==> src/rtl/fft_pkg.sv <==
// Shared FFT post-processing definitions: magnitude-squared width helper and frame FSM states.
// Also used by the downstream frequency interpolator.
package fft_pkg;

    function automatic int mw(input int dw);
        return 2 * dw + 1;
    endfunction

    localparam int DW_DEF = 16;
    localparam int IW_DEF = 10;
    localparam int MW_DEF = mw(DW_DEF);

    typedef logic [MW_DEF-1:0] mag_def_t;

    typedef enum logic {
        ST_IDLE = 1'b0,
        ST_ACC  = 1'b1
    } frame_state_t;

endpackage

==> src/rtl/fft_mag_sq.sv <==
// Two-stage front end: S1 registers the beat, S2 forms re^2 + im^2 and carries the
// valid/last/idx/eligible sideband alongside the magnitude.
module fft_mag_sq
    import fft_pkg::*;
#(
    parameter int DW   = 16,
    parameter int IW   = 10,
    parameter int SKIP = 1,
    parameter int MW   = mw(DW)
) (
    input  logic                 clk,
    input  logic                 rst,
    input  logic                 clr,
    input  logic                 valid,
    input  logic                 last,
    input  logic [IW-1:0]        idx,
    input  logic signed [DW-1:0] re,
    input  logic signed [DW-1:0] im,
    output logic                 mag_valid,
    output logic                 mag_last,
    output logic                 mag_elig,
    output logic [IW-1:0]        mag_idx,
    output logic signed [DW-1:0] mag_re,
    output logic signed [DW-1:0] mag_im,
    output logic [MW-1:0]        mag,
    output logic                 busy
);

    // One extra bit so SKIP = 2**IW (exclude everything) is representable.
    localparam logic [IW:0] SKIP_V = (IW + 1)'(SKIP);

    logic                 s1_valid;
    logic                 s1_last;
    logic                 s1_elig;
    logic [IW-1:0]        s1_idx;
    logic signed [DW-1:0] s1_re;
    logic signed [DW-1:0] s1_im;
    logic signed [2*DW-1:0] re_sq;
    logic signed [2*DW-1:0] im_sq;
    logic [MW-1:0]        mag_sum;

    assign re_sq   = s1_re * s1_re;
    assign im_sq   = s1_im * s1_im;
    assign mag_sum = MW'($unsigned(re_sq)) + MW'($unsigned(im_sq));

    always_ff @(posedge clk or negedge rst) begin
        if (!rst) begin
            s1_valid  <= 1'b0;
            s1_last   <= 1'b0;
            s1_elig   <= 1'b0;
            s1_idx    <= '0;
            s1_re     <= '0;
            s1_im     <= '0;
            mag_valid <= 1'b0;
            mag_last  <= 1'b0;
            mag_elig  <= 1'b0;
            mag_idx   <= '0;
            mag_re    <= '0;
            mag_im    <= '0;
            mag       <= '0;
        end else begin
            if (clr) begin
                s1_valid  <= 1'b0;
                mag_valid <= 1'b0;
            end else begin
                s1_valid  <= valid;
                mag_valid <= s1_valid;
            end
            if (valid) begin
                s1_last <= last;
                s1_elig <= ({1'b0, idx} >= SKIP_V);
                s1_idx  <= idx;
                s1_re   <= re;
                s1_im   <= im;
            end
            if (s1_valid) begin
                mag_last <= s1_last;
                mag_elig <= s1_elig;
                mag_idx  <= s1_idx;
                mag_re   <= s1_re;
                mag_im   <= s1_im;
                mag      <= mag_sum;
            end
        end
    end

    assign busy = s1_valid | mag_valid;

endmodule

==> src/rtl/fft_peak_search.sv <==
// Spectral peak detector: S3 compare/update with neighbour magnitudes, frame FSM and result outputs.
//   state   | meaning
//   IDLE    | no frame open; next S3 beat starts a fresh frame
//   ACC     | frame open, accumulating the running max
module fft_peak_search
    import fft_pkg::*;
#(
    parameter int DW   = 16,
    parameter int IW   = 10,
    parameter int SKIP = 1,
    parameter int MW   = mw(DW)
) (
    input  logic                 clk,
    input  logic                 rst,
    input  logic                 clr,
    input  logic                 opd_o,
    input  logic                 soud_o,
    input  logic [IW-1:0]        idx,
    input  logic signed [DW-1:0] xk_re,
    input  logic signed [DW-1:0] xk_im,
    output logic                 peak_valid,
    output logic [IW-1:0]        peak_idx,
    output logic signed [DW-1:0] peak_re,
    output logic signed [DW-1:0] peak_im,
    output logic [MW-1:0]        peak_mag,
    output logic [MW-1:0]        left_mag,
    output logic [MW-1:0]        right_mag,
    output logic                 no_peak,
    output logic                 busy
);

    logic                 s3_valid, s3_last, s3_elig, pipe_busy;
    logic [IW-1:0]        s3_idx;
    logic signed [DW-1:0] s3_re, s3_im;
    logic [MW-1:0]        s3_mag;

    fft_mag_sq #(.DW(DW), .IW(IW), .SKIP(SKIP), .MW(MW)) u_mag_sq (
        .clk       (clk),
        .rst       (rst),
        .clr       (clr),
        .valid     (opd_o),
        .last      (soud_o),
        .idx       (idx),
        .re        (xk_re),
        .im        (xk_im),
        .mag_valid (s3_valid),
        .mag_last  (s3_last),
        .mag_elig  (s3_elig),
        .mag_idx   (s3_idx),
        .mag_re    (s3_re),
        .mag_im    (s3_im),
        .mag       (s3_mag),
        .busy      (pipe_busy)
    );

    frame_state_t         state;
    logic                 found, pend, done;
    logic [MW-1:0]        max_mag, max_left, max_right, prev_mag;
    logic [IW-1:0]        max_idx;
    logic signed [DW-1:0] max_re, max_im;

    logic                 res_no_peak;
    logic [IW-1:0]        res_idx;
    logic signed [DW-1:0] res_re, res_im;
    logic [MW-1:0]        res_mag, res_left, res_right;

    logic                 first, n_found, n_pend;
    logic [MW-1:0]        n_mag, n_left, n_right;
    logic [IW-1:0]        n_idx;
    logic signed [DW-1:0] n_re, n_im;

    assign first = (state == ST_IDLE);

    // Accumulators are masked on the first beat so a new frame never sees the previous one.
    always_comb begin
        n_found = found & ~first;
        n_pend  = pend & ~first;
        n_mag   = first ? '0 : max_mag;
        n_idx   = first ? '0 : max_idx;
        n_re    = first ? '0 : max_re;
        n_im    = first ? '0 : max_im;
        n_left  = first ? '0 : max_left;
        n_right = first ? '0 : max_right;
        if (s3_elig && (!n_found || s3_mag > n_mag)) begin
            n_found = 1'b1;
            n_mag   = s3_mag;
            n_idx   = s3_idx;
            n_re    = s3_re;
            n_im    = s3_im;
            n_left  = first ? '0 : prev_mag;
            n_right = '0;
            n_pend  = 1'b1;
        end else if (n_pend) begin
            n_right = s3_mag;
            n_pend  = 1'b0;
        end
    end

    always_ff @(posedge clk or negedge rst) begin
        if (!rst) begin
            state       <= ST_IDLE;
            found       <= 1'b0;
            pend        <= 1'b0;
            done        <= 1'b0;
            max_mag     <= '0;
            max_idx     <= '0;
            max_re      <= '0;
            max_im      <= '0;
            max_left    <= '0;
            max_right   <= '0;
            prev_mag    <= '0;
            res_no_peak <= 1'b0;
            res_idx     <= '0;
            res_re      <= '0;
            res_im      <= '0;
            res_mag     <= '0;
            res_left    <= '0;
            res_right   <= '0;
            peak_valid  <= 1'b0;
            no_peak     <= 1'b0;
            peak_idx    <= '0;
            peak_re     <= '0;
            peak_im     <= '0;
            peak_mag    <= '0;
            left_mag    <= '0;
            right_mag   <= '0;
        end else if (clr) begin
            state      <= ST_IDLE;
            found      <= 1'b0;
            pend       <= 1'b0;
            done       <= 1'b0;
            peak_valid <= 1'b0;
            max_mag    <= '0;
            max_idx    <= '0;
            max_re     <= '0;
            max_im     <= '0;
            max_left   <= '0;
            max_right  <= '0;
        end else begin
            done       <= 1'b0;
            peak_valid <= done;
            // Outputs load together with the strobe so they stay stable for the whole pulse.
            if (done) begin
                no_peak   <= res_no_peak;
                peak_idx  <= res_idx;
                peak_re   <= res_re;
                peak_im   <= res_im;
                peak_mag  <= res_mag;
                left_mag  <= res_left;
                right_mag <= res_right;
            end
            if (s3_valid) begin
                prev_mag <= s3_mag;
                if (s3_last) begin
                    state       <= ST_IDLE;
                    done        <= 1'b1;
                    found       <= 1'b0;
                    pend        <= 1'b0;
                    max_mag     <= '0;
                    max_idx     <= '0;
                    max_re      <= '0;
                    max_im      <= '0;
                    max_left    <= '0;
                    max_right   <= '0;
                    res_no_peak <= ~n_found;
                    res_idx     <= n_found ? n_idx : '0;
                    res_re      <= n_found ? n_re : '0;
                    res_im      <= n_found ? n_im : '0;
                    res_mag     <= n_found ? n_mag : '0;
                    res_left    <= n_found ? n_left : '0;
                    res_right   <= n_found ? n_right : '0;
                end else begin
                    state     <= ST_ACC;
                    found     <= n_found;
                    pend      <= n_pend;
                    max_mag   <= n_mag;
                    max_idx   <= n_idx;
                    max_re    <= n_re;
                    max_im    <= n_im;
                    max_left  <= n_left;
                    max_right <= n_right;
                end
            end
        end
    end

    assign busy = (state == ST_ACC) | pipe_busy;

endmodule

==> config.mk <==
export PLATFORM = sky130hd
export DESIGN_NAME = fft_peak_search
export DESIGN_NICKNAME = d
export VERILOG_FILES = /design/src/rtl/fft_pkg.sv /design/src/rtl/fft_mag_sq.sv /design/src/rtl/fft_peak_search.sv
export SDC_FILE = /design/constraint.sdc
export NUM_CORES = 2
export LEC_CHECK = 0
export CAP_MARGIN = 20
export CORE_MARGIN = 3
export CORE_UTILIZATION = 50
export DETAILED_ROUTE_END_ITERATION = 16
export PLACE_DENSITY = 0.68
export SETUP_SLACK_MARGIN = 0.4
export SYNTH_ARGS = -nofsm -noshare
export SYNTH_HDL_FRONTEND = slang
export SYNTH_SLANG_ARGS = --single-unit
==> constraint.sdc <==
create_clock -name clk -period 11.45 [get_ports clk]
set_input_delay 2.29 -clock clk [delete_from_list [all_inputs] [get_ports clk]]
set_output_delay 2.29 -clock clk [all_outputs]
set_load 0.05 [all_outputs]
==> flow_summary.ini <==
[global_route]
overflow = 0
grt_pass1_vias = 32845
grt_pass1_wl_mm = 180.3
grt_max_degree = 161
grt_usage = 0.2512
antenna_found_initial = 5

[synthesis]
ys_warn_count = 0
synth-main-ff-cell = dfrtp_1
yosysUniqueCellTypes = 73
synth_top_family_by_area = adder cells
yosysSeqAreaShare = 0.3384
synthArstFlopShare = 1.000
synth_fa_ha_area_frac = 0.2882
ys_ff_latch = 586
synthXorXnorAreaFrac = 0.01879
synth_area_leaders = dfrtp_1, fa_1, nand2_1
yosysMostFrequentCell = nand2_1
synth_fp_nets = 5144
syn_inst = 4385
synth_compound_area_frac = 0.09802
yosysTopAreaCellShare = 0.3384
synth_enable_flop_cells = 0
ys_top_cells_by_count = nand2_1, inv_1, dfrtp_1, fa_1, ha_1
syn_area_um2 = 43340
synth-simple-area-share = 0.1381
syn_area_per_cell_um2 = 9.883
muxShareOfSynthArea = 0.03900
yosysTopAreaCell = dfrtp_1

[die]
fp.coreArea_um2 = 85550
initial_core_util = 0.5066
die_area_um2 = 90240
die_w_um = 300.4
rows = 107
die_h_um = 300.4
pin_count = 191

[sta]
final.min_clock_period_ps = 8607
clock_skew_ps = 26.23
setup_tns_ps = 0
tightestPinTransition_ps = 1126
layout_setup_ws_ps = 2843
slew_headroom = 0.2495
max_freq_mhz = 116.2
hold_viol_final = 0
maxSlewViolCount = 0
min_period_over_period = 0.7517
rsz0062_at_grt = false
finalSetupViolCount = 0

[critical_path]
path_class = reg2reg
arrival_ps = 9160
rr_worst_depth = 27
start_kind = flip-flop
critPathCaptureType = flip-flop
path_max_fanout = 19
crit_required_ps = 12010

[place]
place.gp.congestion = 0.8854
place_ws_ps = 2959
hpwlAfterDp_mm = 78.20
placement.io_buffers = 190

[routing]
dr.pass1.iters = 5
wl_per_cell_um = 19.66
drt-total-wl_mm = 111.0
postRouteAntennaNets = 0
route.vias.total = 31568
drc = 0
via_per_inst = 5.591
drt-initial-drc-count = 2315

[clocking]
htreeDepth = 3
cts_sinks = 586
cts-buffers-inserted = 67
cts_setup_buffers = 0
cts_root_buffer = clkbuf_16
clk_pin_slew_worst_paths_ps = 70
cts-hold-fix-buffers = 0
insertion_delay_ps = 620
ctsLongestPathBuffers = 3
cts_tree = yes
cts_resized = 0

[final_layout]
drive_above_1_share = 0.06422
nNetsFinal = 5208
area_delta_synth_final_pct = 11.76

[hold_path]
hold_path.class = reg2reg
min_delay_path_depth = 2

[outcome]
status = finished clean

[job]
drv_cap = 0
## critical path, cell delays in order (launching register included)
cell and delay [ps]:
dfrtp_1 800, inv_1 490, nor2_1 250, fa_1 520, inv_1 190, fa_1 440, inv_1 80, fa_1 440
fa_1 510, fa_1 490, inv_1 50, fa_1 470, inv_1 40, ha_1 360, a211o_1 340, nor4b_1 250
nand3_1 230, a21oi_1 210, xnor2_1 150, ha_1 290, and3_1 220, o21a_1 140, a22o_1 260, a221oi_1 280
a21boi_1 420, o211ai_1 210, mux2_2 300, nand3_1 80
## state kept, by name (all words and copies together) (netlist names), 33 cells and up
| register | cells |
|---|---|
| right_mag | 33 |
| peak_mag | 33 |
| u_mag_sq.mag | 33 |
| res_right | 33 |
| max_mag | 33 |
| max_left | 33 |
| max_right | 33 |
| left_mag | 33 |
| prev_mag | 33 |
| res_left | 33 |
| res_mag | 33 |
## layout by cell type, fill, tap and decap left out, types with 6 or more instances in the layout
cell / instances
or3_1: 8
nand2b_1: 15
nor2b_1: 15
o211ai_1: 85
ha_1: 235
clkdlybuf4s50_1: 188
nand4_1: 121
xor2_1: 28
mux2_2: 119
a21o_1: 42
clkinv_2: 12
and3_1: 13
o21ai_0: 109
a22o_1: 143
bufinv_16: 6
dfrtp_1: 584
mux2i_1: 35
clkbuf_8: 12
clkbuf_1: 12
o21bai_1: 10
xnor2_1: 65
o21a_1: 16
o311ai_0: 37
a31oi_1: 9
nor2_1: 105
nand2_1: 905
fa_1: 477
a21oi_1: 70
clkbuf_16: 68
nand3b_1: 6
a211oi_1: 15
nand3_1: 24
nor3_1: 14
and2_1: 96
inv_1: 671
buf_4: 25
or2_2: 7
## cell families (layout without fill, tap and decap cells)
logic type | Yosys count | after routing
adders and majority gates | 712 | 712
xor gates and xnor gates | 93 | 93
and+or+nand+nor | 1358 | 1358
other | 0 | 2
buffers and inverters | 897 | 1012
AOI/OAI and AO/OA | 585 | 585
muxes | 154 | 154
DFF | 586 | 586
## cell type report
cell class	count	area, µm²
timing repair buffer	219	2185
antenna	2	5.005
sequential	586	14670
fill	7466	37110
multi-input combinational	2902	25300
clock buffer	92	1912
inverter	673	2529
clock inverter	28	406.6
tap	1144	1431
## routing by layer
layer	GRT usage	up-vias	wire, µm
met5	0	-	26
met4	0.08225	4	3586
met3	0.03590	189	6708
met2	0.4200	875	54450
met1	0.3391	16198	46210
li1	-	14302	-
## path summary, 6_finish.rpt
kind,start,end,slack (ps)
worst max register to register,u_mag_sq.s1_re[15],u_mag_sq.mag[30],2840
worst min-delay path,res_mag[11],peak_mag[11],460
worst min register to register,res_mag[11],peak_mag[11],460
min in group asynchronous,rst,right_mag[15],1770
max in group asynchronous,rst,pend,7210
worst max-delay path,u_mag_sq.s1_re[15],u_mag_sq.mag[30],2840
## stage by stage
| step | hold WS, ps | std cells | util | cell area (µm²) |
|---|---|---|---|---|
| 4_1_cts | 461.6 | 5643 | 0.5658 | 48400 |
| 5_1_grt | 471.9 | 5645 | 0.5662 | 48430 |
| 3_3_place_gp | 448.2 | 5522 | 0.5384 | 46060 |
| 6_report | 458.2 | 5646 | 0.5662 | 48440 |
| 2_1_floorplan | 438.6 | 4385 | - | 43340 |
| 3_5_place_dp | 449.1 | 5523 | 0.5387 | 46090 |
Power is left out: the tool's default activity adds up to more than one toggle a clock period on the data nets, which glitch-free logic cannot reach.
